File: src/rtl/lock_pkg.sv
// lock_pkg
// Shared definitions for the lock datapath: FSM state encoding, the
// ceil-log2 helper used to size digit and counter fields, and the default
// key/code geometry shared with the lock-control FSM.
package lock_pkg;

    typedef enum logic [1:0] {
        IDLE  = 2'd0,
        ENTRY = 2'd1,
        HOLD  = 2'd2
    } state_e;

    localparam int DEFAULT_NUM_KEYS    = 4;
    localparam int DEFAULT_CODE_LENGTH = 4;

    // Smallest r with 2**r >= value (0 for value <= 1).
    function automatic int clog2(input longint value);
        int r;
        r = 0;
        for (int i = 0; i < 62; i++) begin
            if ((longint'(1) << i) < value) r = i + 1;
        end
        return r;
    endfunction

endpackage

File: src/rtl/inactivity_timer.sv
// inactivity_timer
// Idle-cycle counter for a partial code entry. Counts enabled cycles since the
// last restart and raises expire_o (combinationally, for one cycle) on the
// cycle whose clock edge would bring the count to TIMEOUT_CYCLES-1, so that a
// registered consumer sees its pulse after exactly TIMEOUT_CYCLES-1 idle edges.
// Ports:
//   clk_i      system clock
//   rst_i      asynchronous active-high reset
//   restart_i  clear the count (a digit was captured)
//   hold_i     force the count to 0 (no partial entry in progress)
//   enable_i   count this cycle
//   expire_o   timeout fires at this edge
module inactivity_timer
    import lock_pkg::*;
#(
    parameter int TIMEOUT_CYCLES = 16
) (
    input  logic clk_i,
    input  logic rst_i,
    input  logic restart_i,
    input  logic hold_i,
    input  logic enable_i,
    output logic expire_o
);

    localparam int            CW   = clog2(TIMEOUT_CYCLES);
    localparam logic [CW-1:0] LAST = CW'(TIMEOUT_CYCLES - 2);

    logic [CW-1:0] count_q, count_d;

    assign expire_o = enable_i && !restart_i && !hold_i && (count_q == LAST);

    always_comb begin
        count_d = count_q;
        if (restart_i || hold_i || expire_o) begin
            count_d = '0;
        end else if (enable_i) begin
            count_d = count_q + CW'(1);
        end
    end

    always_ff @(posedge clk_i or posedge rst_i) begin
        if (rst_i) count_q <= '0;
        else       count_q <= count_d;
    end

endmodule

File: src/rtl/code_entry_collector.sv
// code_entry_collector
// Turns one-hot key-press pulses into key indices, shifts them into a
// CODE_LENGTH-digit code register (first digit ends up in the MS slice) and
// hands the complete code to the lock controller with a valid/ack handshake.
// A partial entry is dropped after TIMEOUT_CYCLES-1 idle cycles.
// Ports:
//   clock_i         system clock, rising edge
//   reset_i         asynchronous active-high reset
//   keyEdge_i       one-cycle press pulses, bit i = key i
//   codeAck_i       consumer acknowledge, honoured only while holding a code
//   code_o          collected digits
//   codeValid_o     a complete code is being held
//   digitCount_o    digits captured so far
//   entryTimeout_o  one-cycle pulse when a partial entry is discarded
module code_entry_collector
    import lock_pkg::*;
#(
    parameter int NUM_KEYS       = DEFAULT_NUM_KEYS,
    parameter int CODE_LENGTH    = DEFAULT_CODE_LENGTH,
    parameter int TIMEOUT_CYCLES = 50000000,
    parameter int KEY_BITS       = clog2(NUM_KEYS)
) (
    input  logic                            clock_i,
    input  logic                            reset_i,
    input  logic [NUM_KEYS-1:0]             keyEdge_i,
    input  logic                            codeAck_i,
    output logic [CODE_LENGTH*KEY_BITS-1:0] code_o,
    output logic                            codeValid_o,
    output logic [clog2(CODE_LENGTH+1)-1:0] digitCount_o,
    output logic                            entryTimeout_o
);

    localparam int CW    = CODE_LENGTH * KEY_BITS;
    localparam int CNT_W = clog2(CODE_LENGTH + 1);

    state_e           state_q, state_d;
    logic [CW-1:0]    code_q, code_d;
    logic [CNT_W-1:0] count_q, count_d;
    logic             valid_q, valid_d;
    logic             timeout_q, timeout_d;

    logic                press;
    logic [KEY_BITS-1:0] digit;
    logic                tmr_restart, tmr_hold, tmr_enable, tmr_expire;

    // Exactly one bit set: non-zero and clearing the lowest set bit leaves 0.
    assign press = (keyEdge_i != '0) &&
                   ((keyEdge_i & (keyEdge_i - NUM_KEYS'(1))) == '0);

    always_comb begin
        digit = '0;
        for (int i = 0; i < NUM_KEYS; i++) begin
            if (keyEdge_i[i]) digit = KEY_BITS'(i);
        end
    end

    inactivity_timer #(
        .TIMEOUT_CYCLES(TIMEOUT_CYCLES)
    ) u_timer (
        .clk_i    (clock_i),
        .rst_i    (reset_i),
        .restart_i(tmr_restart),
        .hold_i   (tmr_hold),
        .enable_i (tmr_enable),
        .expire_o (tmr_expire)
    );

    always_comb begin
        state_d     = state_q;
        code_d      = code_q;
        count_d     = count_q;
        valid_d     = valid_q;
        timeout_d   = 1'b0;
        tmr_restart = 1'b0;
        tmr_hold    = 1'b0;
        tmr_enable  = 1'b0;

        unique case (state_q)
            IDLE, ENTRY: begin
                tmr_hold   = (state_q == IDLE);
                tmr_enable = (state_q == ENTRY);
                if (press) begin
                    // A press beats a timeout due on the same edge.
                    tmr_restart = 1'b1;
                    code_d      = (code_q << KEY_BITS) | CW'(digit);
                    count_d     = count_q + CNT_W'(1);
                    if (count_q == CNT_W'(CODE_LENGTH - 1)) begin
                        state_d = HOLD;
                        valid_d = 1'b1;
                    end else begin
                        state_d = ENTRY;
                    end
                end else if (tmr_expire) begin
                    code_d    = '0;
                    count_d   = '0;
                    timeout_d = 1'b1;
                    state_d   = IDLE;
                end
            end
            HOLD: begin
                // Keys are dropped here, including one coincident with the ack.
                tmr_hold = 1'b1;
                if (codeAck_i) begin
                    code_d  = '0;
                    count_d = '0;
                    valid_d = 1'b0;
                    state_d = IDLE;
                end
            end
            default: begin
                state_d = IDLE;
                code_d  = '0;
                count_d = '0;
                valid_d = 1'b0;
            end
        endcase
    end

    always_ff @(posedge clock_i or posedge reset_i) begin
        if (reset_i) begin
            state_q   <= IDLE;
            code_q    <= '0;
            count_q   <= '0;
            valid_q   <= 1'b0;
            timeout_q <= 1'b0;
        end else begin
            state_q   <= state_d;
            code_q    <= code_d;
            count_q   <= count_d;
            valid_q   <= valid_d;
            timeout_q <= timeout_d;
        end
    end

    assign code_o         = code_q;
    assign codeValid_o    = valid_q;
    assign digitCount_o   = count_q;
    assign entryTimeout_o = timeout_q;

endmodule
File: config.mk
export PLATFORM = sky130hd
export DESIGN_NAME = code_entry_collector
export DESIGN_NICKNAME = d
export VERILOG_FILES = /design/src/rtl/lock_pkg.sv /design/src/rtl/inactivity_timer.sv /design/src/rtl/code_entry_collector.sv
export SDC_FILE = /design/constraint.sdc
export NUM_CORES = 1
export LEC_CHECK = 0
export ABC_CLOCK_PERIOD_IN_PS = 2800
export BUFFER_PORTS_ARGS = -buffer_cell sky130_fd_sc_hd__buf_2
export CAP_MARGIN = 40
export CORE_ASPECT_RATIO = 2
export CORE_MARGIN = 2
export CORE_UTILIZATION = 58
export CTS_CLUSTER_SIZE = 30
export DETAILED_ROUTE_END_ITERATION = 8
export PLACE_DENSITY = 0.74
export REMOVE_ABC_BUFFERS = 1
export SETUP_SLACK_MARGIN = 0.2
export SLEW_MARGIN = 15
export SYNTH_ARGS = -nofsm -noshare
export SYNTH_HDL_FRONTEND = slang
export SYNTH_SLANG_ARGS = --single-unit
File: constraint.sdc
create_clock -name clock_i -period 2.8 [get_ports clock_i]
set_input_delay 0.56 -clock clock_i [delete_from_list [all_inputs] [get_ports clock_i]]
set_output_delay 0.56 -clock clock_i [all_outputs]
set_load 0.005 [all_outputs]
## After elaboration in Yosys (flattened, before gate mapping)

Index checks and enable logic that the tools add are counted.

- Flip-flop bits (word level): 41
- Input port bits: 7
- Output and inout bits: 13
- Logic and storage cells: 63

- $add $sub $neg: 3
- Eq/ne operators: 8
- Multiplexer cells: 29
- Bitwise gates (word level): 2
- Reduce and logical (&&, ||, !) cells: 15

Operator list:

| operator | count |
|---|---|
| two-way mux 26 bit | 2 |
| adder 26 x 1 -> 26 bit, second input constant | 1 |
| == test 26 bit, second input constant | 1 |
| two-way mux 8 bit | 3 |
| case mux 8 bit (2 select lines) | 1 |
| two-way mux 2 bit | 6 |
| two-way mux 1 bit | 10 |
| two-way mux 3 bit | 3 |
| OR 8 x 2 -> 8 bit | 1 |
| != test 2 bit, second input constant | 3 |
| case mux 3 bit (2 select lines) | 1 |
| bitwise AND 4 bit | 1 |
| logical AND 1 bit | 4 |
| zero test 4 bit | 1 |
| case mux 1 bit (2 select lines) | 2 |
| case mux 2 bit (2 select lines) | 1 |
| nonzero test 4 bit | 1 |
| subtractor 4 x 1 -> 4 bit, second input constant | 1 |
| adder 3 x 1 -> 3 bit, second input constant | 1 |
| == test 3 x 2 -> 1 bit, second input constant | 1 |
| != test 3 x 2 -> 1 bit, second input constant | 1 |
| AND reduction 3 bit | 1 |
| == test 2 x 1 -> 1 bit, second input constant | 1 |
| == test 2 bit, second input constant | 1 |
| other kinds (6) | 8 |

## Logic depth before layout (Yosys ltp)

Gate-level depths: netlist (run 1).

- Depth in word-level cells: 13
- Gate-level depth with buffers: 8
- Gate-level depth less buffers: 7

## By module

Synthesis (run 1) repeated with hierarchy kept, for this count alone.

- Cells, all modules: 198
- Area, all modules: 2,083.2 um^2

Modules (own cells, without submodules):

| module | times used | cells each | area each (um^2) | seq. area each (um^2) |
|---|---|---|---|---|
| inactivity_timer | 1 | 145 | 1,395.1 | 650.6 |
| code_entry_collector | 1 | 53 | 688.2 | 375.4 |

## Least setup slack after synthesis (run 1)

No wires, ideal clock.

- Path kind: reg-to-reg
- From: reg u_timer.count_q[11]
- To: reg code_q[2] (netlist: code_o[2])
- Library setup time: 0.121 ns
- Arrival time: 2.173 ns
- Required time: 2.679 ns
- Slack: 0.506 ns
- Stages on the path, launching flop included: 8
- Buffers on the path: 2
- Period minus slack after synthesis: 2.294 ns
- Path through: dfrtp_1 > buf_6 > or4_1 > or4_1 > nor4_1 > o31ai_1 > buf_6 > a22o_1

- Cells in the longest elaborated chain, start to end: 4

Ends and longest elaborated chain:

| element | RTL line | RTL |
|---|---|---|
| start, declared | inactivity_timer.sv:29 | `logic [CW-1:0] count_q, count_d;` |
| start signal, assigned | inactivity_timer.sv:44 | `else count_q <= count_d;` |
| == test 26 bit | inactivity_timer.sv:31 | `assign expire_o = enable_i && !restart_i && !hold_i && (count_q == LAST);` |
| logical AND 1 bit | inactivity_timer.sv:31 |  |
| != test 3 x 2 -> 1 bit (no line) | - |  |
| AND reduction 2 bit (no line) | - |  |
| end signal, assigned | code_entry_collector.sv:128 | `code_q <= code_d;` |
| end, declared | code_entry_collector.sv:37 | `logic [CW-1:0] code_q, code_d;` |

Every way passes these cells.
A chain may end at the register's enable or synchronous reset.

## Worst setup path after layout (run 1)

- From: reg u_timer.count_q[0]
- To: reg count_q[0] (netlist: digitCount_o[0])

- Cells in the longest elaborated chain, start to end: 4

Ends and longest elaborated chain:

| element | RTL line | RTL |
|---|---|---|
| == test 26 bit | inactivity_timer.sv:31 |  |
| logical AND 1 bit | inactivity_timer.sv:31 |  |
| != test 3 x 2 -> 1 bit (no line) | - |  |
| AND reduction 2 bit (no line) | - |  |
| end signal, assigned | code_entry_collector.sv:129 | `count_q <= count_d;` |
| end, declared | code_entry_collector.sv:38 | `logic [CNT_W-1:0] count_q, count_d;` |

Every way passes these cells.

==> results of run 1 <==
## tightest hold or removal path, delay by kind of cell
kind | cells | cell delay, ps
buf+inv | 3 | 550
## layer usage
metal  share of wire [%]  vias up  global-route usage (%)
met2                  55       56                   41.67
met5                   0        -                       0
met1                  36      793                   25.17
met3                 3.9       14                   5.918
li1                    -      775                       -
met4                 4.9        0                   15.84
## what timing repair did
item,CTS,global route
setup endpoints to repair,1,8
pin swaps,0,1
gates resized for setup,1,2
endpoints found under the hold margin,0,0
setup buffers,0,1
## synth_stat cells, types with 2 or more instances
| cell type | instances | area share [%] |
|---|---|---|
| a21oi_1 | 2 | 0.49 |
| nand2_1 | 15 | 2.7 |
| and3_1 | 4 | 1.2 |
| or4bb_1 | 2 | 1.1 |
| buf_6 | 2 | 1.1 |
| nor3_1 | 4 | 0.97 |
| nand4b_1 | 2 | 0.85 |
| and4_1 | 2 | 0.85 |
| nor2_1 | 36 | 6.6 |
| a21o_1 | 2 | 0.73 |
| inv_1 | 5 | 0.91 |
| nor4_1 | 5 | 1.5 |
| xor2_1 | 19 | 8.1 |
| nor4b_1 | 3 | 1.3 |
| ha_1 | 4 | 2.4 |
| nand3_1 | 10 | 2.4 |
| clkbuf_1 | 4 | 0.73 |
| or4_1 | 3 | 1.1 |
| nand4_1 | 10 | 3.0 |
| a22o_1 | 8 | 3.4 |
| xnor2_1 | 8 | 3.4 |
| dfrtp_1 | 41 | 50 |
## placed cells by master, fill, tap and decap left out, drive strengths merged, types with 6 or more instances in the layout
cell	n
dfrtp	41
nand4	10
nor4	6
xor2	19
nor2	36
a22o	8
clkbuf	6
buf	26
xnor2	8
nand3	11
nand2	15
## flip-flops by register name (all words and copies together), names as in the netlist
register	flops
state_q	2
digitCount_o	3
code_o	8
codeValid_o	1
entryTimeout_o	1
u_timer.count_q	26
## kinds of logic after synthesis
family / after synthesis / synth area share [%]
flip-flops: 41 / 49.88
AND/OR/NAND/NOR: 102 / 25.97
adder cells (fa/ha/maj): 4 / 2.433
buffers and inverters: 12 / 2.980
multiplexers: 1 / 0.5474
XOR/XNOR: 27 / 11.50
AO/OA/AOI/OAI: 18 / 6.691
## final cells by class
| type | count | area, um2 |
|---|---|---|
| clock inverter | 2 | 13.76 |
| tap | 32 | 40.04 |
| timing repair buffer | 26 | 147.6 |
| sequential | 41 | 1026 |
| multi-input combinational | 152 | 980.9 |
| inverter | 5 | 18.77 |
| clock buffer | 6 | 82.58 |
| fill | 271 | 1069 |
## power groups by stage
stage	sequential [mW]	combinational, mW	clock (mW)
final	0.762	0.372	0.402
after global routing	0.776	0.428	0.447
after CTS	0.766	0.363	0.413
after detailed placement	0.777	0.361	0
after global placement	0.771	0.353	0
after floorplan	0.771	0.211	0
## worst max path at each step
stage / end / slack, ps / cells past startpoint
floorplan: digitCount_o[0] / 410 / 5
global placement: digitCount_o[0] / 270 / 7
detailed placement: digitCount_o[0] / 210 / 8
CTS: digitCount_o[0] / 220 / 8
global route: digitCount_o[0] / 290 / 8
finish: digitCount_o[0] / 410 / 8
==> flow_summary_export.csv, run 1 <==
group,metric,value,unit
cells_and_area,antenna_cells,0,
worst_setup_path,path_cells,"inv_1, ha_1, or4bb_1, or4_1, nor4_2, o31ai_2, buf_4, mux2_2",
timing,skew,7.667,ps
power_and_ir_drop,power_leakage,1.041,nW
cells_and_area,drive_gt1_share,17.24,%
drt,viasPerCell,6.205,
logic_synthesis,netlist_area,2057,um2
cells_and_area,syn_to_final_growth,12.29,%
drt,routed_wl,4264,um
timing,max_freq,418.8,MHz
global_route,antenna_found_initial,0,
global_route,grt_max_degree,42,
worst_setup_path,worstPathRequired,2990,ps
cts,cts_max_path_buffers,2,
timing,slew_violations,0,
drt,drc,0,
place,dp_cells,255,
cells_and_area,nNetsFinal,242,
place,portBuffers,19,
global_route,grt_use_total,24.48,%
place,post-dp-hpwl,3145,um
timing,rsz0062_at_grt,"false",
cells_and_area,instances_no_fill,264,
power_and_ir_drop,switching_share,31.08,%
timing,period_needed,2388,ps
cts,cts_buffers,5,
global_route,grt_pass1_vias,1598,
cts,cts_tree,"built",
flow_run,max-cap-violations,0,
worst_setup_path,regToRegSetupSlack,410,ps
global_route,gr-total-overflow,0,
status,status,"finished clean",
logic_synthesis,synth_warnings,0,
worst_setup_path,reg2reg_to,"digitCount_o[0]",
timing,hold_viol,0,
power_and_ir_drop,intPower,1.059,mW
drt,ant_nets,0,
cts,clock_latency,300,ps
drt,avgRoutedWirePerCell,16.15,um
logic_synthesis,synthCells,205,
power_and_ir_drop,pwr-share-clk,26.2,%
die,num_rows,30,
timing,worstMarginPinSlew,709.1,ps
cts,cts_root_buffer,"clkbuf_8",
die,core_area,3378,um2
timing,worst_slack,412.0,ps
logic_synthesis,ys_types,36,
power_and_ir_drop,power.density,664.9,nW/um2
cts,clock_sinks,41,
global_route,grt_pass1_wl,7100,um
worst_setup_path,start_kind,"flop",
worst_setup_path,cp.arrival,2580,ps
timing,slew_headroom,52.73,%
worst_setup_path,rr_worst_depth,8,
die,start_util,60.89,%
die,die_area,4068,um2
worst_setup_path,slowest_stage,"or4bb_1",
power_and_ir_drop,seq_power_share,49.6,%
hold_path,hp-class,"input pin to asynchronous set/reset pin",
timing,tns,0,ps
cts,hold_buffers,0,
power_and_ir_drop,switchingPower,477.3,uW
cts,htreeDepth,2,
worst_setup_path,rr_startpoint,"u_timer.count_q[0]",
worst_setup_path,cpLargestDelayFamily,"simple AND/OR/NAND/NOR gates",
logic_synthesis,synthFlopType,"dfrtp_1",
worst_setup_path,end_kind,"flop",
power_and_ir_drop,p_comb_share,24.2,%
cts,clk_pin_slew_worst_paths,80,ps
worst_setup_path,cpPeakStageDelay,460,ps
logic_synthesis,async_flop_share,100.0,%
logic_synthesis,synth_edf_count,0,
logic_synthesis,synth.avg_cell_area,10.03,um2
cells_and_area,final_area,2310,um2
power_and_ir_drop,total_power,1.536,mW
place,gp_congestion,0.8375,
power_and_ir_drop,ir_worst_vdd,0.4477,mV
logic_synthesis,yosys_register_bits,41,
timing,finalSetupViolCount,0,
worst_setup_path,path_buf_inv,2,
drt,first_pass_iters,4,
timing,hold_ws,367.1,ps
die,io_pins,20,
logic_synthesis,seq_area_frac_synth,49.88,%
worst_setup_path,path_class,"flop to flop",
place,placed_cell_area,2192,um2
place,dp_slack,212.0,ps
cells_and_area,fin_util,68.37,%
die,die_h,88.22,um
drt,drt-initial-drc-count,50,
worst_setup_path,crit_path_start,"u_timer.count_q[0]",
timing,period_share,85.29,%
worst_setup_path,cp_max_fo,8,
die,die_w,46.11,um
drt,via_count,1638,
(Power assumes the default switching activity.)
==> run 2: changes to the inputs <==
--- a/config.mk
+++ b/config.mk
@@ -8,7 +8,7 @@
 export ABC_CLOCK_PERIOD_IN_PS = 2800
 export BUFFER_PORTS_ARGS = -buffer_cell sky130_fd_sc_hd__buf_2
 export CAP_MARGIN = 40
-export CORE_ASPECT_RATIO = 2
+export CORE_ASPECT_RATIO = 0.75
 export CORE_MARGIN = 2
 export CORE_UTILIZATION = 58
 export CTS_CLUSTER_SIZE = 30
@@ -16,7 +16,7 @@
 export PLACE_DENSITY = 0.74
 export REMOVE_ABC_BUFFERS = 1
 export SETUP_SLACK_MARGIN = 0.2
-export SLEW_MARGIN = 15
+export SLEW_MARGIN = 20
 export SYNTH_ARGS = -nofsm -noshare
 export SYNTH_HDL_FRONTEND = slang
 export SYNTH_SLANG_ARGS = --single-unit
==> flow_summary_export.csv, run 2 (same netlist as run 1, synthesis figures left out) <==
group,metric,value,unit
cells_and_area,instances_no_fill,273,
power_and_ir_drop,ir_worst_vdd,0.4661,mV
cells_and_area,nNetsFinal,244,
global_route,grt_use_total,24.41,%
timing,slew_violations,0,
status,status,"finished clean",
power_and_ir_drop,total_power,1.616,mW
cells_and_area,fin_util,70.12,%
worst_setup_path,crit_path_start,"u_timer.count_q[0]",
timing,hold_viol,0,
drt,m1WireLength,2169,um
power_and_ir_drop,power.density,691.6,nW/um2
cts,clk_pin_slew_worst_paths,80,ps
cts,cts_max_path_buffers,2,
timing,period_needed,2475,ps
die,core_area,3333,um2
drt,via_count,1651,
worst_setup_path,slowest_stage,"or4_1",
hold_path,hp-class,"input pin to asynchronous set/reset pin",
power_and_ir_drop,power_leakage,1.051,nW
worst_setup_path,worstPathRequired,2970,ps
cells_and_area,final_area,2337,um2
worst_setup_path,path_class,"flop to flop",
timing,worstMarginPinSlew,758.8,ps
timing,max_freq,404.0,MHz
cts,htreeDepth,2,
drt,first_pass_iters,4,
place,placed_cell_area,2217,um2
cts,postCtsSetupRepairBufs,0,
cts,clock_latency,290,ps
cts,clock_sinks,41,
global_route,grt_max_degree,42,
drt,ant_nets,0,
cells_and_area,syn_to_final_growth,13.63,%
drt,wl_met3,220,um
cts,cts_tree,"built",
timing,period_share,88.40,%
worst_setup_path,end_kind,"flop",
die,io_pins,20,
worst_setup_path,cp_max_fo,5,
worst_setup_path,cpPeakStageDelay,580,ps
die,start_util,61.71,%
timing,slew_headroom,49.41,%
cts,cts_root_buffer,"clkbuf_8",
worst_setup_path,cp.arrival,2650,ps
cells_and_area,regMostFlops,"u_timer.count_q",
drt,avgRoutedWirePerCell,16.55,um
cells_and_area,layout_commonest_cell,"dfrtp_1",
worst_setup_path,rr_startpoint,"u_timer.count_q[0]",
worst_setup_path,cp-endpoint,"state_q[0]",
drt,drt-initial-drc-count,120,
drt,wl_met2,2066,um
place,gp_congestion,0.9464,
worst_setup_path,regToRegSetupSlack,320,ps
timing,skew,8.843,ps
cts,hold_buffers,0,
timing,finalSetupViolCount,0,
cells_and_area,antenna_cells,0,
die,die_h,55.58,um
place,dp_cells,265,
global_route,grt_pass1_wl,7569,um
flow_run,max-cap-violations,0,
worst_setup_path,path_cells,"inv_1, ha_1, or4bb_1, or4_1, or4_1, nand2_1, o21ai_0",
die,num_rows,18,
die,die_w,72.77,um
place,post-dp-hpwl,3105,um
cells_and_area,final_cell_mix,"dfrtp_1, nor2_1, buf_2",
timing,rsz0062_at_grt,"false",
timing,tns,0,ps
drt,drc,0,
worst_setup_path,critical_path.most_common_cell,"or4_1",
cts,ctsResizeCount,0,
cells_and_area,largest_reg_flops,26,
global_route,grt_pass1_vias,1598,
cells_and_area,drive_gt1_share,17.60,%
global_route,antenna_found_initial,0,
drt,routed_wl,4518,um
place,portBuffers,19,
global_route,gr-total-overflow,0,
drt,viasPerCell,6.048,
drt,top_layer,"met4",
cts,cts_buffers,5,
worst_setup_path,rr_worst_depth,7,
worst_setup_path,reg2reg_to,"state_q[0]",
die,die_area,4044,um2
worst_setup_path,start_kind,"flop",
==> run 2: critical path: cells and delay by family (launching register included) <==
family                     cells  cell delay [ps]
AOI/OAI and AO/OA              1               70
DFF                            1              430
adders and majority gates      1              180
and+or+nand+nor                4             1600
buffers and inverters          1               80
==> run 2: per-stage QoR <==
| step | setup slack (ps) | hold WS (ps) |
|---|---|---|
| floorplan | 409.0 | 489.7 |
| global placement | 257.7 | 480.0 |
| detailed placement | 225.6 | 482.4 |
| CTS | 242.4 | 397.7 |
| global route | 210.5 | 436.1 |
| finish | 324.7 | 384.6 |
==> run 2: power breakdown <==
group / total, mW / switching (mW) / internal (mW)
sequential: 0.767 / 0.0839 / 0.684
combinational: 0.393 / 0.207 / 0.186
clock: 0.456 / 0.197 / 0.259
total: 1.62 / 0.488 / 1.13
==> run 2: worst min path at each step <==
stage / endpoint / slack [ps] / cells past startpoint
2_1_floorplan: code_o[6] / 490 / 1
3_3_place_gp: code_o[6] / 480 / 1
3_5_place_dp: code_o[6] / 480 / 1
4_1_cts: u_timer.count_q[16] / 400 / 3
5_1_grt: u_timer.count_q[14] / 440 / 3
6_report: u_timer.count_q[13] / 380 / 3
==> run 2: layout make-up <==
class | instances | area, um2
sequential | 41 | 1026
fill | 241 | 996.0
multi-input combinational | 152 | 980.9
timing repair buffer | 28 | 157.7
clock buffer | 5 | 68.82
tap | 40 | 50.05
clock inverter | 2 | 35.03
inverter | 5 | 18.77
==> run 2: per-layer routing <==
metal / vias to the layer above / global-route usage (%)
met5: - / 0
met2: 43 / 35.19
li1: 777 / -
met3: 9 / 5.616
met4: 0 / 9.259
met1: 822 / 35.80
==> run 3: changes to the inputs <==
--- a/config.mk
+++ b/config.mk
@@ -13,7 +13,7 @@
 export CORE_UTILIZATION = 58
 export CTS_CLUSTER_SIZE = 30
 export DETAILED_ROUTE_END_ITERATION = 8
-export PLACE_DENSITY = 0.74
+export PLACE_DENSITY = 0.76
 export REMOVE_ABC_BUFFERS = 1
 export SETUP_SLACK_MARGIN = 0.2
 export SLEW_MARGIN = 20
==> flow_summary_export.csv, run 3 (same netlist as run 1, synthesis figures left out) <==
group,metric,value,unit
worst_setup_path,cp-endpoint,"digitCount_o[0]",
worst_setup_path,crit_path_start,"u_timer.count_q[7]",
drt,drc,0,
global_route,grt_use_total,23.91,%
worst_setup_path,regToRegSetupSlack,260,ps
flow_run,max-cap-violations,0,
drt,top_layer,"met4",
global_route,gr-total-overflow,0,
timing,skew,8.708,ps
power_and_ir_drop,ir_worst_vdd,0.5029,mV
status,status,"finished clean",
timing,worstMarginPinSlew,779.2,ps
worst_setup_path,end_kind,"flop",
cells_and_area,syn_to_final_growth,17.03,%
place,portBuffers,19,
timing,hold_viol,0,
cells_and_area,drive_gt1_share,20.17,%
die,core_area,3333,um2
cts,hold_buffers,0,
worst_setup_path,rr_startpoint,"u_timer.count_q[7]",
drt,m1WireLength,2081,um
drt,via_count,1681,
cells_and_area,regMostFlops,"u_timer.count_q",
timing,slew_violations,0,
drt,first_pass_iters,5,
drt,routed_wl,4690,um
cts,clock_sinks,41,
cells_and_area,largest_reg_flops,26,
worst_setup_path,rr_worst_depth,6,
cells_and_area,final_cell_mix,"dfrtp_1, nor2_1, xor2_1, buf_2, nand2_1",
die,die_h,55.58,um
worst_setup_path,reg2reg_to,"digitCount_o[0]",
global_route,grt_max_degree,42,
cts,htreeDepth,2,
place,dp_cells,266,
timing,period_needed,2536,ps
global_route,grt_pass1_vias,1558,
die,start_util,61.71,%
drt,viasPerCell,6.047,
die,die_area,4044,um2
timing,tns,0,ps
drt,wl_met2,2218,um
timing,rsz0062_at_grt,"false",
drt,avgRoutedWirePerCell,16.87,um
die,die_w,72.77,um
timing,slew_headroom,48.05,%
worst_setup_path,worstPathRequired,2980,ps
worst_setup_path,cp_max_fo,8,
cts,cts_tree,"built",
cells_and_area,layout_commonest_cell,"dfrtp_1",
cts,cts_max_path_buffers,2,
worst_setup_path,cp.arrival,2710,ps
cells_and_area,instances_no_fill,278,
timing,period_share,90.55,%
worst_setup_path,path_class,"flop to flop",
die,num_rows,18,
place,gp_congestion,0.8844,
worst_setup_path,start_kind,"flop",
cts,cts_root_buffer,"clkbuf_8",
cts,cts_buffers,5,
cts,clock_latency,290,ps
place,post-dp-hpwl,3075,um
drt,wl_met3,303,um
power_and_ir_drop,power_leakage,1.102,nW
global_route,grt_pass1_wl,7562,um
drt,ant_nets,0,
timing,max_freq,394.4,MHz
timing,finalSetupViolCount,0,
timing,hold_ws,378.8,ps
die,io_pins,20,
cts,clk_pin_slew_worst_paths,80,ps
drt,drt-initial-drc-count,149,
global_route,antenna_found_initial,0,
cells_and_area,antenna_cells,0,
hold_path,hp-class,"input pin to asynchronous set/reset pin",
cells_and_area,nNetsFinal,249,
power_and_ir_drop,power.density,687.5,nW/um2
## run 3: timing repair
item,4_1_cts,5_1_grt
buffers inserted,0,5
resized for setup,2,7
setup endpoints to repair,1,2
pin swaps,1,4
## run 3: final cells by class
class | instances | area (um2)
Sequential cell | 41 | 1026
Multi-Input combinational cell | 152 | 1005
Fill cell | 232 | 925.9
Timing Repair Buffer | 33 | 203.9
Clock buffer | 5 | 68.82
Tap cell | 40 | 50.05
Clock inverter | 2 | 35.03
Inverter | 5 | 18.77
## run 3: worst min path at each step
stage / to / cells past startpoint
floorplan: code_o[6] / 1
global placement: code_o[6] / 1
detailed placement: code_o[6] / 1
CTS: u_timer.count_q[17] / 3
global route: code_o[1] / 3
finish: u_timer.count_q[16] / 3
## run 3: report_power, final
group | internal [mW] | switching, mW
Clock | 0.259 | 0.198
Combinational | 0.211 | 0.221
Sequential | 0.683 | 0.0825
## run 3: worst max-delay path, cell delays in order (launching register included)
cell and delay [ps]:
dfrtp_1 460, or4bb_1 540, or4_4 560, nor4_4 330, o31ai_4 120, buf_6 150, mux2_2 260
## run 3: routing by layer
layer,track usage (%),vias to the layer above
met3,5.254,11
li1,-,792
met1,36.04,813
met4,6.349,0
met5,0,-
met2,34.94,65
## run 3: per-stage QoR
step / worst slack, ps / util, % / cell area, um2 / power (mW)
floorplan: 409.0 / - / 2014 / 0.9815
global route: 174.4 / 72.22 / 2407 / 1.747
CTS: 306.1 / 70.20 / 2340 / 1.614
global placement: 270.9 / 66.59 / 2220 / 1.127
finish: 264.5 / 72.22 / 2407 / 1.655
detailed placement: 170.3 / 66.74 / 2225 / 1.155
